--- src/rtl/bit_serial_adder.sv ---
// bit_serial_adder: WIDTH-bit add through one full-adder cell, LSB first, valid/ready on both sides
module bit_serial_adder #(
  parameter int WIDTH = 8
) (
  input  logic             clk,
  input  logic             rst_n,
  input  logic             in_valid,
  output logic             in_ready,
  input  logic [WIDTH-1:0] a,
  input  logic [WIDTH-1:0] b,
  input  logic             cin,
  output logic             out_valid,
  input  logic             out_ready,
  output logic [WIDTH-1:0] sum,
  output logic             cout,
  output logic             ovf
);
  localparam int CW = $clog2(WIDTH) + 1;
  localparam logic [1:0] IDLE = 2'd0;
  localparam logic [1:0] RUN  = 2'd1;
  localparam logic [1:0] DONE = 2'd2;
  logic [1:0]       state_q, state_d;
  logic [WIDTH-1:0] a_q, a_d, b_q, b_d, sum_q, sum_d;
  logic [CW-1:0]    cnt_q, cnt_d;
  logic             c_q, c_d, cout_q, cout_d, ovf_q, ovf_d;
  logic             sbit, cbit, last;
  assign sbit      = a_q[0] ^ b_q[0] ^ c_q;
  assign cbit      = (a_q[0] & b_q[0]) | (c_q & (a_q[0] ^ b_q[0]));
  assign last      = cnt_q == CW'(WIDTH - 1);
  assign in_ready  = state_q == IDLE;
  assign out_valid = state_q == DONE;
  assign sum       = sum_q;
  assign cout      = cout_q;
  assign ovf       = ovf_q;
  always_comb begin
    state_d = state_q;
    a_d     = a_q;
    b_d     = b_q;
    c_d     = c_q;
    cnt_d   = cnt_q;
    sum_d   = sum_q;
    cout_d  = cout_q;
    ovf_d   = ovf_q;
    if (state_q == IDLE && in_valid) begin
      a_d     = a;
      b_d     = b;
      c_d     = cin;
      cnt_d   = '0;
      state_d = RUN;
    end else if (state_q == RUN) begin
      sum_d = {sbit, sum_q[WIDTH-1:1]};
      a_d   = a_q >> 1;
      b_d   = b_q >> 1;
      c_d   = cbit;
      cnt_d = cnt_q + CW'(1);
      // c_q here is the carry into the MSB, so overflow is its mismatch with the carry out
      if (last) begin
        cout_d  = cbit;
        ovf_d   = cbit ^ c_q;
        state_d = DONE;
      end
    end else if (state_q == DONE && out_ready) begin
      state_d = IDLE;
    end
  end
  always_ff @(posedge clk or negedge rst_n) begin
    if (!rst_n) begin
      state_q <= IDLE;
      a_q     <= '0;
      b_q     <= '0;
      c_q     <= 1'b0;
      cnt_q   <= '0;
      sum_q   <= '0;
      cout_q  <= 1'b0;
      ovf_q   <= 1'b0;
    end else begin
      state_q <= state_d;
      a_q     <= a_d;
      b_q     <= b_d;
      c_q     <= c_d;
      cnt_q   <= cnt_d;
      sum_q   <= sum_d;
      cout_q  <= cout_d;
      ovf_q   <= ovf_d;
    end
  end
endmodule

--- config.mk ---
export PLATFORM = sky130hd
export DESIGN_NAME = bit_serial_adder
export DESIGN_NICKNAME = d
export VERILOG_FILES = /design/src/rtl/bit_serial_adder.sv
export SDC_FILE = /design/constraint.sdc
export NUM_CORES = 1
export LEC_CHECK = 0
export BUFFER_PORTS_ARGS = -buffer_cell sky130_fd_sc_hd__buf_2
export CORE_MARGIN = 2
export CORE_UTILIZATION = 40
export CTS_BUF_LIST = sky130_fd_sc_hd__clkbuf_4
export CTS_CLUSTER_SIZE = 12
export DETAILED_ROUTE_END_ITERATION = 8
export PLACE_DENSITY_LB_ADDON = 0.08
export SLEW_MARGIN = 10
export SYNTH_ARGS = -nofsm -noshare
export SYNTH_HDL_FRONTEND = slang
export SYNTH_SLANG_ARGS = --single-unit
--- constraint.sdc ---
create_clock -name clk -period 1.85 [get_ports clk]
set_clock_uncertainty 0.2 [all_clocks]
set_input_delay 0.185 -clock clk [delete_from_list [all_inputs] [get_ports clk]]
set_output_delay 0.185 -clock clk [all_outputs]
set_load 0.005 [all_outputs]
==> flow_metrics.tcl, run 1 <==
set metrics [dict create \
    status "finished, final reports clean" \
    syn_area_um2 1440 \
    yosys_warnings 0 \
    hold_path_class "in2reg" \
    period_share 0.907 \
    clock_sinks 33 \
    pwr_density_cell_nw_per_um2 1410 \
    firstDrtPassIters 4 \
    drive_gt1_frac 0.249 \
    synth_nets 165 \
    hold_depth 4 \
    p_seq_frac 0.433 \
    yosys.area.top_type "dfrtp_1" \
    pwr-share-comb 0.375 \
    critPathMaxFanout 8 \
    swShare 0.341 \
    cts_max_path_buffers 2 \
    synth.area.top_cells "dfrtp_1 (57%), nand2_1 (13%), mux2i_1 (8.3%)" \
    syn_to_final_growth_pct 34.9 \
    gp_congestion 0.701 \
    power_frac_clock 0.191 \
    nets 223 \
    setup_viol 0 \
    rsz0062_at_grt "false" \
    cp.required_ns 1.86 \
    grt_start_max_net_pins 34 \
    holdCritStartpoint "in_valid" \
    grt_pass1_vias 1117 \
    clkLatencyLatePin_ns 0.33 \
    vdd_ir_drop_max_uv 581 \
    path_buf_inv 0 \
    htree_num_levels 2 \
    seq_area_frac_synth 0.572 \
    synth-async-reset-ratio 1.00 \
    p_leak_nw 1.00 \
    slew_viol_final 0 \
    p_total_mw 2.75 \
    p_sw_mw 0.936 \
    synth_flop_cell "dfrtp_1" \
    antenna_found_initial 0 \
    p_int_mw 1.81 \
    worstSetupPathType "reg2reg" \
    hold_path_end "a_q[0]" \
    portBuffers 32 \
    slowest_delay_ns 0.48 \
    synth.avg_cell_area_um2 10.2 \
    fp.coreArea_um2 3390 \
    critPathCaptureType "flip-flop" \
    synth_common_cells "nand2_1 (51), dfrtp_1 (33), o21ai_0 (13)" \
    vias 1130 \
    finalCriticalPeriod_ns 1.68 \
    numCtsBuffers 5 \
    row_count 21 \
    initial_core_util 0.426 \
    reg2reg_to "cout" \
    syn_inst 142 \
    vias_per_cell 4.57 \
    postRouteAntennaNets 0 \
    cts_tree "yes" \
    die_area_um2 4100 \
    hold_viol 0 \
    antenna_cells 0 \
    first_iter_violations 36 \
    path_clk_slew_ns 0.10 \
    route.detailed.drc 0 \
    fp.dieH_um 64.1 \
    synth.most_common_cell "nand2_1" \
    cpLargestDelayFamily "simple AND/OR/NAND/NOR gates" \
    dieWidth_um 64.1 \
    routed_wl_um 2740 \
    grt_pass1_wl_um 4890 \
    grt_overflow_total 0 \
    slew_headroom 0.521 \
    post_drt_wl_per_cell_um 11.1 \
    ys_ff_latch 33 \
    maxCapViolCount 0 \
    dpl.hpwl_um 1830 \
    reg2reg_slack_ns 0.17 \
    tightest_slew_ns 0.719 \
    final_core_util 0.574 \
    r2r_cells 3 \
    worstReg2RegStart "state_q[0]" \
    synth_edf_count 0 \
    cts_root_buffer "clkbuf_4" \
    crit_chain "nor2b_1 -> nand4b_1 -> mux2_2" \
    slowest_stage "dfrtp_1" \
    ys_types 24 \
    cp.arrival_ns 1.69 \
    setup_tns_ns 0 \
    start_kind "flip-flop" \
    ios 33 \
    max_freq_ghz 0.596 \
    yosysTopAreaCellShare 0.572 \
    grt_usage 0.156 \
]
[flip-flops by register name, summed over array words and instances (netlist names)]
name     flops
a_q          8
b_q          8
sum          8
cnt_q        4
state_q      2
c_q          1
cout         1
ovf          1
[layout make-up]
cell class / count / area (µm²)
Fill cell: 300 / 1440
Sequential cell: 33 / 826
Multi-Input combinational cell: 101 / 577
Timing Repair Buffer: 58 / 403
Tap cell: 46 / 57.6
Clock buffer: 6 / 45.0
Clock inverter: 2 / 33.8
Inverter: 1 / 3.75
[per-stage QoR]
step | std cells | setup WS (ns) | instance area [µm²] | hold WS [ns]
after global routing | 247 | 0.0809 | 1950 | 0.0806
after CTS | 247 | 0.173 | 1950 | 0.0576
final | 247 | 0.173 | 1950 | 0.0625
after detailed placement | 220 | 0.194 | 1680 | 0.0929
after floorplan | 142 | 0.277 | 1440 | -0.311
after global placement | 220 | 0.256 | 1680 | 0.0827
[worst register-to-register path: stages (launching register included)]
cell and delay [ns]:
dfrtp_1 0.48, nor2b_1 0.30, nand4b_1 0.25, mux2_2 0.33
[layout by cell type (no fill, tap or decap), types with 2 or more instances in the layout]
master and count:
nand2_1 51, dfrtp_1 33, buf_2 32, dlygate4sd3_1 19, o21ai_0 13, mux2i_1 12
buf_4 7, clkbuf_4 6, a22oi_1 4, o21ai_1 4, nor2b_1 2, nand2b_1 2
mux2_2 2
[power groups by stage]
stage	sequential (mW)	clock (mW)	combinational (mW)
after CTS	1.20	0.545	1.05
after global placement	1.20	0	1.01
final	1.19	0.526	1.03
after global routing	1.24	0.588	1.19
after detailed placement	1.21	0	1.02
after floorplan	1.18	0	0.690
[metal layers]
layer / share of wire / GRT usage / vias to the layer above
met5: 0 / 0 / -
met4: 0.015 / 0.0571 / 0
met3: 0.053 / 0.0581 / 5
met2: 0.47 / 0.262 / 29
met1: 0.46 / 0.182 / 510
li1: - / - / 586
[repair_timing]
item | in CTS | in global routing
hold buffers | 19 | 0
hold endpoints to repair | 51 | 0
setup buffers | 0 | 0
resized for setup | 0 | 0
[how the worst max path moves through the flow]
stage | start | endpoint | slack (ns) | cells past startpoint
2_1_floorplan | a_q[0] | ovf | 0.28 | 3
3_3_place_gp | a_q[0] | ovf | 0.26 | 3
3_5_place_dp | state_q[0] | cout | 0.19 | 3
4_1_cts | state_q[0] | cout | 0.17 | 3
5_1_grt | state_q[0] | cout | 0.08 | 3
6_report | state_q[0] | cout | 0.17 | 3
[cell families after synthesis]
logic type	Yosys count	synth area share
AO/OA/AOI/OAI	25	0.101
XOR/XNOR	1	0.00607
adder cells (fa/ha/maj)	2	0.0225
buffers and inverters	8	0.0277
flip-flops	33	0.572
multiplexers	14	0.0989
AND/OR/NAND/NOR	59	0.172
No activity file was read; power rests on OpenSTA's default activity.
==> run 2: changes to the inputs <==
==> constraint.sdc (replaced) <==
create_clock -name clk -period 2 [get_ports clk]
set_clock_uncertainty 0.2 [all_clocks]
set_input_delay 0.2 -clock clk [delete_from_list [all_inputs] [get_ports clk]]
set_output_delay 0.2 -clock clk [all_outputs]
set_load 0.005 [all_outputs]
==> run 2 against run 1 <==
Non-clock buffer count down 2. Sequential cell count unchanged. Largest power group unchanged. Worst setup slack better by 0.14 ns. Sequential share of layout area up 0.86 points. Clock power down 31%. Combinational power down 9%. Register-to-register slack better by 0.14 ns. Routed wire length down 1.1%. Global-route usage down 0.61 points. Highest routed layer unchanged.
==> flow_metrics.tcl, run 2 (synthesis gave the netlist of run 1 again) <==
set metrics [dict create \
    status "finished, final reports clean" \
    route.detailed.drc 0 \
    hold_viol 0 \
    hold_ws_ns 0.0987 \
    holdCritStartpoint "in_valid" \
    firstDrtPassIters 4 \
    p_leak_nw 0.986 \
    top_layer "met4" \
    syn_to_final_growth_pct 32.2 \
    ios 33 \
    row_count 21 \
    dpl.hpwl_um 1820 \
    slowest_delay_ns 0.47 \
    crit_start "state_q[0]" \
    final_common_cell "nand2_1" \
    grt_pass1_wl_um 4730 \
    fp.coreArea_um2 3390 \
    dieWidth_um 64.1 \
    detailedPlace.worstSlack_ns 0.334 \
    finalInstanceArea_um2 1910 \
    tightest_slew_ns 0.731 \
    drive_gt1_frac 0.246 \
    cts_max_path_buffers 2 \
    worstSetupPathType "reg2reg" \
    clkLatencyLatePin_ns 0.32 \
    gp_congestion 0.710 \
    critPathMaxFanout 8 \
    path_clk_slew_ns 0.10 \
    vdd_ir_drop_max_uv 507 \
    post_drt_wl_per_cell_um 11.1 \
    slew_headroom 0.513 \
    crit_chain "nor2b_1 -> nand4b_1 -> mux2_2" \
    start_kind "flip-flop" \
    portBuffers 32 \
    drt-met1-wl_um 1260 \
    critPathCaptureType "flip-flop" \
    dp.cells 218 \
    p_sw_mw 0.871 \
    htree_num_levels 2 \
    grt_overflow_total 0 \
    nets 221 \
    grt_usage 0.150 \
    finalWorstSetupSlack_ns 0.316 \
    cts_tree "yes" \
    stdcell_count 245 \
    cts-resized-gates 0 \
    maxCapViolCount 0 \
    wl_met2_um 1290 \
    die_area_um2 4100 \
    initial_core_util 0.426 \
    vias 1139 \
    postRouteAntennaNets 0 \
    routed_wl_um 2710 \
    grt_start_max_net_pins 34 \
    cts_root_buffer "clkbuf_4" \
    finalCriticalPeriod_ns 1.68 \
    swShare 0.362 \
    final_core_util 0.563 \
    n_fill_cell 321 \
    rsz0062_at_grt "false" \
    mostFrequentLayoutCells "nand2_1 (51), dfrtp_1 (33), buf_2 (32)" \
    slew_viol_final 0 \
    setup_viol 0 \
    postPlaceCellArea_um2 1660 \
    power_frac_clock 0.150 \
    pwr_density_cell_nw_per_um2 1260 \
    pwr-share-comb 0.392 \
    max_freq_ghz 0.594 \
    first_iter_violations 72 \
    setup_tns_ns 0 \
    cp.arrival_ns 1.70 \
    numCtsBuffers 5 \
    fp.dieH_um 64.1 \
    period_share 0.842 \
    cp.required_ns 2.02 \
    p_total_mw 2.40 \
    grt_pass1_vias 1092 \
    wl_met3_um 114 \
    vias_per_cell 4.65 \
    worstReg2RegStart "state_q[0]" \
    slowest_stage "dfrtp_1" \
    p_seq_frac 0.458 \
    antenna_cells 0 \
    hold_path_class "in2reg" \
    clock_sinks 33 \
    p_int_mw 1.53 \
    antenna_found_initial 0 \
]
## run 2: cell count changes in the layout (fill, tap and decap cells not counted), sizes merged
| cell | before | now |
|---|---|---|
| bufinv | 1 | 0 |
| clkinv | 1 | 2 |
| buf | 39 | 37 |
## run 2: final timing paths
kind,cells past startpoint,endpoint,slack (ns)
min,4,c_q,0.1
max reg2reg,3,ovf,0.32
max in group asynchronous,2,b_q[3],0.86
min reg2reg,1,cnt_q[3],0.28
max,3,ovf,0.32
min in group asynchronous,2,cout,0.26
## run 2: power groups by stage
stage / Sequential (mW) / Clock, mW / Combinational (mW)
after floorplan: 1.09 / 0 / 0.638
after global placement: 1.11 / 0 / 0.910
after detailed placement: 1.12 / 0 / 0.932
after CTS: 1.11 / 0.387 / 0.963
after global routing: 1.15 / 0.412 / 1.08
final: 1.10 / 0.361 / 0.942
## run 2: what timing repair did
item | 4_1_cts | 5_1_grt
setup buffers | 0 | 0
hold buffers | 19 | 0
setup endpoints to repair | 0 | 0
endpoints found under the hold margin | 51 | 0
## run 2: layer usage
layer  vias up  GRT usage
met5         -          0
met4         0     0.0734
met3         5     0.0423
met2        24      0.249
met1       525      0.179
li1        585          -
## run 2: area by class of cell
type                    count  area, µm²  area share
flip-flops and latches     33        826       0.433
well taps                  46       57.6      0.0302
inverters                   1       3.75     0.00197
repair buffers             56        388       0.203
multi-input cells         101        577       0.302
clock inverters             2       10.0     0.00525
clock buffers               6       45.0      0.0236
## run 2: worst max-delay path, delay by kind of cell, from the launching register on
| kind | cells | cell delay [ns] |
|---|---|---|
| simple gates | 2 | 0.57 |
| mux | 1 | 0.33 |
| flops | 1 | 0.47 |
